<file path="src/rtl/rob_commit_if.sv">
// rtl/rob_commit_if.sv - decode allocation, CDB, operand lookup and retire bundle for the ROB
interface rob_commit_if #(
    parameter int TAG_W  = 3,
    parameter int DATA_W = 32,
    parameter int REG_W  = 4,
    parameter int OP_W   = 4
);
    logic              alloc_valid;
    logic [OP_W-1:0]   alloc_opcode;
    logic [REG_W-1:0]  alloc_dest;
    logic              alloc_ready;
    logic [TAG_W-1:0]  alloc_tag;
    logic              cdb_valid;
    logic [TAG_W-1:0]  cdb_tag;
    logic [DATA_W-1:0] cdb_data;
    logic [TAG_W-1:0]  rd_tag;
    logic              rd_ready;
    logic [DATA_W-1:0] rd_data;
    logic              commit_valid;
    logic [TAG_W-1:0]  commit_tag;
    logic [OP_W-1:0]   commit_opcode;
    logic [REG_W-1:0]  commit_dest;
    logic [DATA_W-1:0] commit_data;
    logic              flush;
    logic [TAG_W:0]    count;

    modport master (
        output alloc_valid, alloc_opcode, alloc_dest, cdb_valid, cdb_tag, cdb_data, rd_tag, flush,
        input  alloc_ready, alloc_tag, rd_ready, rd_data, commit_valid, commit_tag,
               commit_opcode, commit_dest, commit_data, count
    );

    modport slave (
        input  alloc_valid, alloc_opcode, alloc_dest, cdb_valid, cdb_tag, cdb_data, rd_tag, flush,
        output alloc_ready, alloc_tag, rd_ready, rd_data, commit_valid, commit_tag,
               commit_opcode, commit_dest, commit_data, count
    );
endinterface

</file>
<file path="src/rtl/rob_commit.sv">
// rtl/rob_commit.sv - reorder buffer with tag-addressed completion and in-order retirement
module rob_commit #(
    parameter int DEPTH  = 8,
    parameter int TAG_W  = 3,
    parameter int DATA_W = 32,
    parameter int REG_W  = 4,
    parameter int OP_W   = 4
) (
    input  logic        clk,
    input  logic        rst,
    rob_commit_if.slave rob
);
    localparam logic [TAG_W:0] FULL_COUNT = (TAG_W + 1)'(DEPTH);

    logic [DEPTH-1:0]  busy;
    logic [DEPTH-1:0]  ready;
    logic [OP_W-1:0]   ent_opcode [DEPTH];
    logic [REG_W-1:0]  ent_dest   [DEPTH];
    logic [DATA_W-1:0] ent_data   [DEPTH];
    logic [TAG_W-1:0]  head;
    logic [TAG_W-1:0]  tail;
    logic [TAG_W:0]    count;
    logic              not_full;
    logic              do_alloc;
    logic              do_commit;
    logic              do_cdb;

    // Full check uses registered count only: a retiring entry does not free space this edge.
    assign not_full  = (count != FULL_COUNT);
    assign do_alloc  = rob.alloc_valid && not_full;
    assign do_commit = busy[head] && ready[head];
    assign do_cdb    = rob.cdb_valid && busy[rob.cdb_tag];

    assign rob.alloc_ready = not_full;
    assign rob.alloc_tag   = tail;
    assign rob.count       = count;
    assign rob.rd_ready    = busy[rob.rd_tag] && ready[rob.rd_tag];
    assign rob.rd_data     = busy[rob.rd_tag] ? ent_data[rob.rd_tag] : '0;

    always_ff @(posedge clk) begin
        if (rst || rob.flush) begin
            head              <= '0;
            tail              <= '0;
            count             <= '0;
            busy              <= '0;
            ready             <= '0;
            rob.commit_valid  <= 1'b0;
            rob.commit_tag    <= '0;
            rob.commit_opcode <= '0;
            rob.commit_dest   <= '0;
            rob.commit_data   <= '0;
        end else begin
            // A busy tag can never equal tail while allocating, so CDB and alloc never collide.
            if (do_cdb) begin
                ready[rob.cdb_tag]    <= 1'b1;
                ent_data[rob.cdb_tag] <= rob.cdb_data;
            end
            if (do_alloc) begin
                busy[tail]       <= 1'b1;
                ready[tail]      <= 1'b0;
                ent_opcode[tail] <= rob.alloc_opcode;
                ent_dest[tail]   <= rob.alloc_dest;
                tail             <= tail + 1'b1;
            end
            rob.commit_valid <= do_commit;
            if (do_commit) begin
                rob.commit_tag    <= head;
                rob.commit_opcode <= ent_opcode[head];
                rob.commit_dest   <= ent_dest[head];
                rob.commit_data   <= ent_data[head];
                busy[head]        <= 1'b0;
                ready[head]       <= 1'b0;
                head              <= head + 1'b1;
            end
            case ({do_alloc, do_commit})
                2'b10:   count <= count + 1'b1;
                2'b01:   count <= count - 1'b1;
                default: count <= count;
            endcase
        end
    end
endmodule
</file>
<file path="src/flat_wrapper.sv">
// flat-port wrapper written by rule: the top's interface ports become plain ports
module rob_commit_flat 
#(
    parameter int DEPTH  = 8,
    parameter int TAG_W  = 3,
    parameter int DATA_W = 32,
    parameter int REG_W  = 4,
    parameter int OP_W   = 4
)
  (clk, rst, rob_alloc_valid, rob_alloc_opcode, rob_alloc_dest, rob_cdb_valid, rob_cdb_tag, rob_cdb_data, rob_rd_tag, rob_flush, rob_alloc_ready, rob_alloc_tag, rob_rd_ready, rob_rd_data, rob_commit_valid, rob_commit_tag, rob_commit_opcode, rob_commit_dest, rob_commit_data, rob_count);
  rob_commit_if #(.TAG_W(TAG_W), .DATA_W(DATA_W), .REG_W(REG_W), .OP_W(OP_W)) rob_i ();
  input  logic clk;
  input  logic rst;
  input wire logic [$bits(rob_i.alloc_valid)-1:0] rob_alloc_valid;
  input wire logic [$bits(rob_i.alloc_opcode)-1:0] rob_alloc_opcode;
  input wire logic [$bits(rob_i.alloc_dest)-1:0] rob_alloc_dest;
  input wire logic [$bits(rob_i.cdb_valid)-1:0] rob_cdb_valid;
  input wire logic [$bits(rob_i.cdb_tag)-1:0] rob_cdb_tag;
  input wire logic [$bits(rob_i.cdb_data)-1:0] rob_cdb_data;
  input wire logic [$bits(rob_i.rd_tag)-1:0] rob_rd_tag;
  input wire logic [$bits(rob_i.flush)-1:0] rob_flush;
  output wire logic [$bits(rob_i.alloc_ready)-1:0] rob_alloc_ready;
  output wire logic [$bits(rob_i.alloc_tag)-1:0] rob_alloc_tag;
  output wire logic [$bits(rob_i.rd_ready)-1:0] rob_rd_ready;
  output wire logic [$bits(rob_i.rd_data)-1:0] rob_rd_data;
  output wire logic [$bits(rob_i.commit_valid)-1:0] rob_commit_valid;
  output wire logic [$bits(rob_i.commit_tag)-1:0] rob_commit_tag;
  output wire logic [$bits(rob_i.commit_opcode)-1:0] rob_commit_opcode;
  output wire logic [$bits(rob_i.commit_dest)-1:0] rob_commit_dest;
  output wire logic [$bits(rob_i.commit_data)-1:0] rob_commit_data;
  output wire logic [$bits(rob_i.count)-1:0] rob_count;
  assign rob_i.alloc_valid = rob_alloc_valid;
  assign rob_i.alloc_opcode = rob_alloc_opcode;
  assign rob_i.alloc_dest = rob_alloc_dest;
  assign rob_i.cdb_valid = rob_cdb_valid;
  assign rob_i.cdb_tag = rob_cdb_tag;
  assign rob_i.cdb_data = rob_cdb_data;
  assign rob_i.rd_tag = rob_rd_tag;
  assign rob_i.flush = rob_flush;
  assign rob_alloc_ready = rob_i.alloc_ready;
  assign rob_alloc_tag = rob_i.alloc_tag;
  assign rob_rd_ready = rob_i.rd_ready;
  assign rob_rd_data = rob_i.rd_data;
  assign rob_commit_valid = rob_i.commit_valid;
  assign rob_commit_tag = rob_i.commit_tag;
  assign rob_commit_opcode = rob_i.commit_opcode;
  assign rob_commit_dest = rob_i.commit_dest;
  assign rob_commit_data = rob_i.commit_data;
  assign rob_count = rob_i.count;
  rob_commit #(.DEPTH(DEPTH), .TAG_W(TAG_W), .DATA_W(DATA_W), .REG_W(REG_W), .OP_W(OP_W)) u_core (.clk(clk), .rst(rst), .rob(rob_i));
endmodule
</file>
<file path="config.mk">
export PLATFORM = sky130hd
export DESIGN_NAME = rob_commit_flat
export DESIGN_NICKNAME = d
export VERILOG_FILES = /design/src/rtl/rob_commit_if.sv /design/src/rtl/rob_commit.sv /design/src/flat_wrapper.sv
export SDC_FILE = /design/constraint.sdc
export NUM_CORES = 1
export LEC_CHECK = 0
export BUFFER_PORTS_ARGS = -buffer_cell sky130_fd_sc_hd__buf_2
export CORE_MARGIN = 2
export CORE_UTILIZATION = 62
export CTS_BUF_LIST = sky130_fd_sc_hd__clkbuf_2
export CTS_CLUSTER_DIAMETER = 40
export DETAILED_ROUTE_END_ITERATION = 12
export PLACE_DENSITY = 0.82
export SYNTH_ARGS = -nofsm -noshare
export SYNTH_HDL_FRONTEND = slang
export SYNTH_SLANG_ARGS = --single-unit
</file>
<file path="constraint.sdc">
create_clock -name clk -period 5.65 [get_ports clk]
set_clock_uncertainty 0.1 [all_clocks]
set_input_delay 1.695 -clock clk [delete_from_list [all_inputs] [get_ports clk]]
set_output_delay 1.695 -clock clk [all_outputs]
set_load 0.02 [all_outputs]
</file>
Word level (Yosys, flattened, before mapping)
Memory sizes are Yosys's and may differ from the RTL's. A register that Yosys moved wholly into a read port is not among the register bits.
Cells that the tools add are included.
{ "word_totals": {"ff_bits": 30, "ram_bits": 320, "inputBits": 51, "output_inout_bits": 85, "word_cells": 72, "mem_count": 3} }
{ "op_classes": {"addsub": 4, "magnitude_cmp": 7, "eq_ne": 3, "n_mux": 32, "n_bitwise": 7, "n_reduce_logical": 9} }
{ "memory_table": {"columns": ["memory", "words", "word_bits", "rd", "rd_clocked_by_memory_dff", "wr", "line", "text"], "rows": [
  ["u_core.ent_data", 8, 32, 2, 1, 1, "rob_commit.sv:19", "logic [DATA_W-1:0] ent_data [DEPTH];"],
  ["u_core.ent_dest", 8, 4, 1, 1, 1, "rob_commit.sv:18", "logic [REG_W-1:0] ent_dest [DEPTH];"],
  ["u_core.ent_opcode", 8, 4, 1, 1, 1, "rob_commit.sv:17", "logic [OP_W-1:0] ent_opcode [DEPTH];"]
]} }
{ "op_table": {"columns": ["op", "n"], "rows": [
  ["$mux W8", 8],
  ["$mux W32", 1],
  ["$and A8 B8 Y8", 3],
  ["$lt A3 B4 Y1 const B", 4],
  ["$not A8 Y8", 2],
  ["$or A8 B8 Y8", 2],
  ["$bmux W1 S3", 5],
  ["$mux W1", 14],
  ["$demux W1 S3", 3],
  ["$ge A3 B1 Y1 const B", 3],
  ["$pmux W4 S2", 1],
  ["$logic_and A1 B1 Y1", 7],
  ["$add A3 B1 Y3 const B", 2],
  ["$add A4 B1 Y4 const B", 1],
  ["$ne A4 B4 Y1 const B", 1],
  ["$sub A4 B1 Y4 const B", 1],
  ["$eq A2 B1 Y1 const B", 1],
  ["$eq A2 B2 Y1 const B", 1],
  ["$reduce_bool A2 Y1", 1],
  ["$logic_or A1 B1 Y1", 1]
]} }

Longest topological paths before layout
{ "logic_depth": {"ltp_word": 12, "mapped_depth": 16, "mapped_depth_nobuf": 12} }

Worst setup path before layout
No wires, ideal clock.
{ "synth_path": {"kind": "input-to-reg", "startpoint": "input rob_cdb_tag[2]", "endpoint": "memory u_core.ent_data[0][0] (enable)", "setup_ps": 461, "arrival_time_ps": 4711, "setup_slack_ps": 378, "cell_stages": 5, "cell_sequence": "clkbuf_1 > nand2b_1 > o22ai_1 > o2111ai_1 > nor3_1"} }
{ "synth_via": {"elab_chain_len": 6} }
{ "synth_rtl": {"columns": ["element", "line", "text"], "rows": [
  ["start, declared", "flat_wrapper.sv:18", "input wire logic [$bits(rob_i.cdb_tag)-1:0] rob_cdb_tag;"],
  ["$bmux W1 S3", "rob_commit.sv:32", "assign do_cdb = rob.cdb_valid && busy[rob.cdb_tag];"],
  ["$mux W1 (implied by the code)", "rob_commit.sv:32", null],
  ["$logic_and A1 B1 Y1", "rob_commit.sv:32", null],
  ["$mux W1", "rob_commit.sv:54", "if (do_cdb) begin"],
  ["$mux W1", "rob_commit.sv:41", "if (rst || rob.flush) begin"],
  ["$mux W1 (implied by the code)", "rob_commit.sv:56", "ent_data[rob.cdb_tag] <= rob.cdb_data;"],
  ["end, declared", "rob_commit.sv:19", null]
]} }
Several ways; a longest one is shown, not always the timed one. The select of a mux whose other input is x is not followed.

Worst setup path after layout
{ "layout_path": {"startpoint": "input rob_rd_tag[1]", "endpoint": "output rob_rd_data[20]"} }
{ "layout_via": {"elab_chain_len": 3, "word_cells_on_any_way": 4} }
{ "layout_rtl": {"columns": ["element", "line", "text"], "rows": [
  ["start, declared", "flat_wrapper.sv:20", "input wire logic [$bits(rob_i.rd_tag)-1:0] rob_rd_tag;"],
  ["$bmux W1 S3", "rob_commit.sv:38", "assign rob.rd_data = busy[rob.rd_tag] ? ent_data[rob.rd_tag] : '0;"],
  ["$mux W1 (implied by the code)", "rob_commit.sv:38", null],
  ["$mux W32 *", "rob_commit.sv:38", null],
  ["end, declared", "flat_wrapper.sv:25", "output wire logic [$bits(rob_i.rd_data)-1:0] rob_rd_data;"]
]} }
Mark *: on every way between the ends. The rest lies on a longest branch, timed or not. The select of a mux whose other input is x is not followed.

==> flow_metrics.tcl <==
set metrics [dict create \
    core_area_mm2 0.0279 \
    slew-limit-headroom 0.285 \
    p_sw_frac 0.243 \
    synth_cell_types 59 \
    rr_worst_depth 12 \
    p_leak_nw 7.22 \
    power.density_mw_per_mm2 266 \
    pwr-share-clk 0.364 \
    via_per_inst 6.55 \
    min_period_ps 5130 \
    fin_crit_sh 0.909 \
    vias 11800 \
    maxCapViolCount 0 \
    synth_area_leader_cell "edfxtp_1" \
    maxSlewViolCount 0 \
    synthFlopType "edfxtp_1" \
    cts-buffers-inserted 95 \
    dr.pass1.iters 8 \
    cts.sinks 390 \
    die-height_um 172 \
    ys_top_cells_by_count "edfxtp_1, nand2_1, mux2i_1" \
    gp_congestion 0.957 \
    ir_drop_mv 0.162 \
    worstHoldPathType "reg2reg" \
    drcViolationCount 0 \
    dp_cells 1612 \
    tightest_slew_ps 1070 \
    syn_avg_cell_area_um2 15.2 \
    worstPathRequired_ps 3860 \
    cp-endpoint "rob_rd_data[20]" \
    grt_max_degree 68 \
    power.internal_mw 3.95 \
    ys_seq_area_frac 0.626 \
    num_io_pins 136 \
    combPwrFrac 0.041 \
    wl_per_cell_um 24.5 \
    seq_power_share 0.596 \
    grt.overflow.total 0 \
    clkSlewWorstSetupHoldPaths_ps 110 \
    hpwl_um 26200 \
    fin_nets 1387 \
    synth_top_area_frac 0.546 \
    postCtsHoldBufs 0 \
    cts_buffer_depth 3 \
    row_count 61 \
    clock_latency_ps 920 \
    syn_inst 1155 \
    hold_violations 0 \
    synth_edf_count 320 \
    worstReg2RegStart "u_core.head[1]" \
    path_max_fanout 17 \
    syn-cell-area_mm2 0.0176 \
    die_area_mm2 0.0297 \
    grt_pass1_wl_um 65600 \
    first_iter_violations 1471 \
    fin_cells 1795 \
    antenna_left 0 \
    grt_usage 0.301 \
    ctsRootBufferMaster "clkbuf_2" \
    cts_tree "built" \
    async_flop_share 0 \
    ys_ff_latch 390 \
    die_w_um 172 \
    clock.fmax_mhz 195 \
    antenna_found_initial 3 \
    setup.worst_path.start "rob_rd_tag[1]" \
    post-cts-setup-buffer-count 0 \
    area_delta_synth_final_pct 11.6 \
    yosysMostFrequentCell "edfxtp_1" \
    rrSetupSlack_ps 1680 \
    drive_gt1_frac 0.337 \
    ys_warn_count 0 \
    port_buffers 135 \
    h-tree-depth 3 \
    cp-end-kind "output port" \
    p_sw_mw 1.27 \
    worst-endpoint-arrival_ps 3340 \
    setup_tns_ps 0 \
    cts-resized-gates 0 \
    rsz0062_at_grt "no" \
    rr_endpoint "u_core.rob.count[2]" \
    start_kind "primary input" \
    critPathKind "in2out" \
    status "completed" \
    initial_core_util 0.631 \
    setup_viol 0 \
    wl_um 44000 \
    grt_pass1_vias 11700 \
    yosys-top-cells-area "edfxtp_1, mux4_2, dfxtp_1" \
    syn-num-nets 1211 \
]
per-stage QoR:
stage / utilization / total power, mW / area, um2 / hold WS, ps / setup slack [ps]
finish: 0.704 / 5.22 / 19600 / 364 / 515
detailed placement: 0.671 / 3.38 / 18700 / 350 / 557
CTS: 0.704 / 5.25 / 19600 / 365 / 561
floorplan: - / 3.30 / 17600 / 408 / 378
global route: 0.704 / 5.41 / 19600 / 380 / 480
global placement: 0.671 / 3.38 / 18700 / 342 / 581
layout make-up:
cell class	count	area [um2]
Antenna cell	3	7.51
Clock buffer	138	691
Clock inverter	42	235
Fill cell	1856	8240
Inverter	5	18.8
Multi-Input combinational cell	670	6210
Sequential cell	390	11000
Tap cell	378	473
Timing Repair Buffer	169	971
worst max-delay path: stages:
cell     delay [ps]
buf_2           400
buf_4           380
mux4_2          350
mux2i_1         260
nor2_1           70
buf_2           160
registers in the layout (all words and copies together) (netlist names):
| register | flops |
|---|---|
| u_core.head | 3 |
| u_core.ent_dest | 32 |
| u_core.ready | 8 |
| u_core.rob.commit_data | 32 |
| u_core.busy | 8 |
| u_core.rob.count | 4 |
| u_core.ent_data | 256 |
| u_core.rob.commit_opcode | 4 |
| u_core.rob.commit_dest | 4 |
| u_core.ent_opcode | 32 |
| u_core.rob.commit_tag | 3 |
| u_core.rob.commit_valid | 1 |
| u_core.rob.alloc_tag | 3 |
worst min-delay path by stage:
stage	start	cells after the start	end	slack, ps
6_report	u_core.rob.commit_data[23]	2	u_core.rob.commit_data[23]	360
5_1_grt	u_core.rob.commit_data[24]	2	u_core.rob.commit_data[24]	380
4_1_cts	u_core.rob.commit_data[3]	2	u_core.rob.commit_data[3]	360
3_5_place_dp	u_core.rob.commit_data[3]	2	u_core.rob.commit_data[3]	350
3_3_place_gp	u_core.rob.commit_dest[1]	2	u_core.rob.commit_dest[1]	340
2_1_floorplan	u_core.busy[4]	2	u_core.busy[4]	410
metal layers:
metal,part of all wire,track usage,up-vias
li1,-,-,5020
met1,0.37,0.386,5799
met2,0.48,0.480,784
met3,0.11,0.0799,160
met4,0.042,0.151,0
met5,0,0,-
cell families after synthesis:
family,Yosys count,share of synthesized area
fa+ha+maj,5,0.00356
mux,241,0.206
simple gates,259,0.0650
flops,390,0.626
compound gates,160,0.0710
xor+xnor,5,0.00249
buf+inv,95,0.0260
layout by cell type (no fill, tap or decap), drive strengths merged, types with 7 or more instances in the layout:
cell type,netlist,final
nor3,7,7
clkinv,0,37
mux4,93,93
mux2,32,32
dfxtp,70,70
o21ai,27,27
inv,5,7
o22ai,10,10
a21oi,14,14
buf,51,169
and2,9,9
a22o,7,7
a222oi,7,7
nand2,129,129
a31oi,7,7
clkbuf,39,138
o211a,12,12
nor2,63,63
a221oi,30,30
edfxtp,320,320
mux2i,116,116
a22oi,14,14
nand3,20,20
power by group through the flow:
stage	clock, mW	sequential [mW]	combinational, mW
finish	1.90	3.11	0.212
global route	2.08	3.11	0.227
floorplan	0	3.17	0.122
CTS	1.94	3.11	0.210
global placement	0	3.17	0.204
detailed placement	0	3.17	0.210
Power figures use the tool's default switching activity.
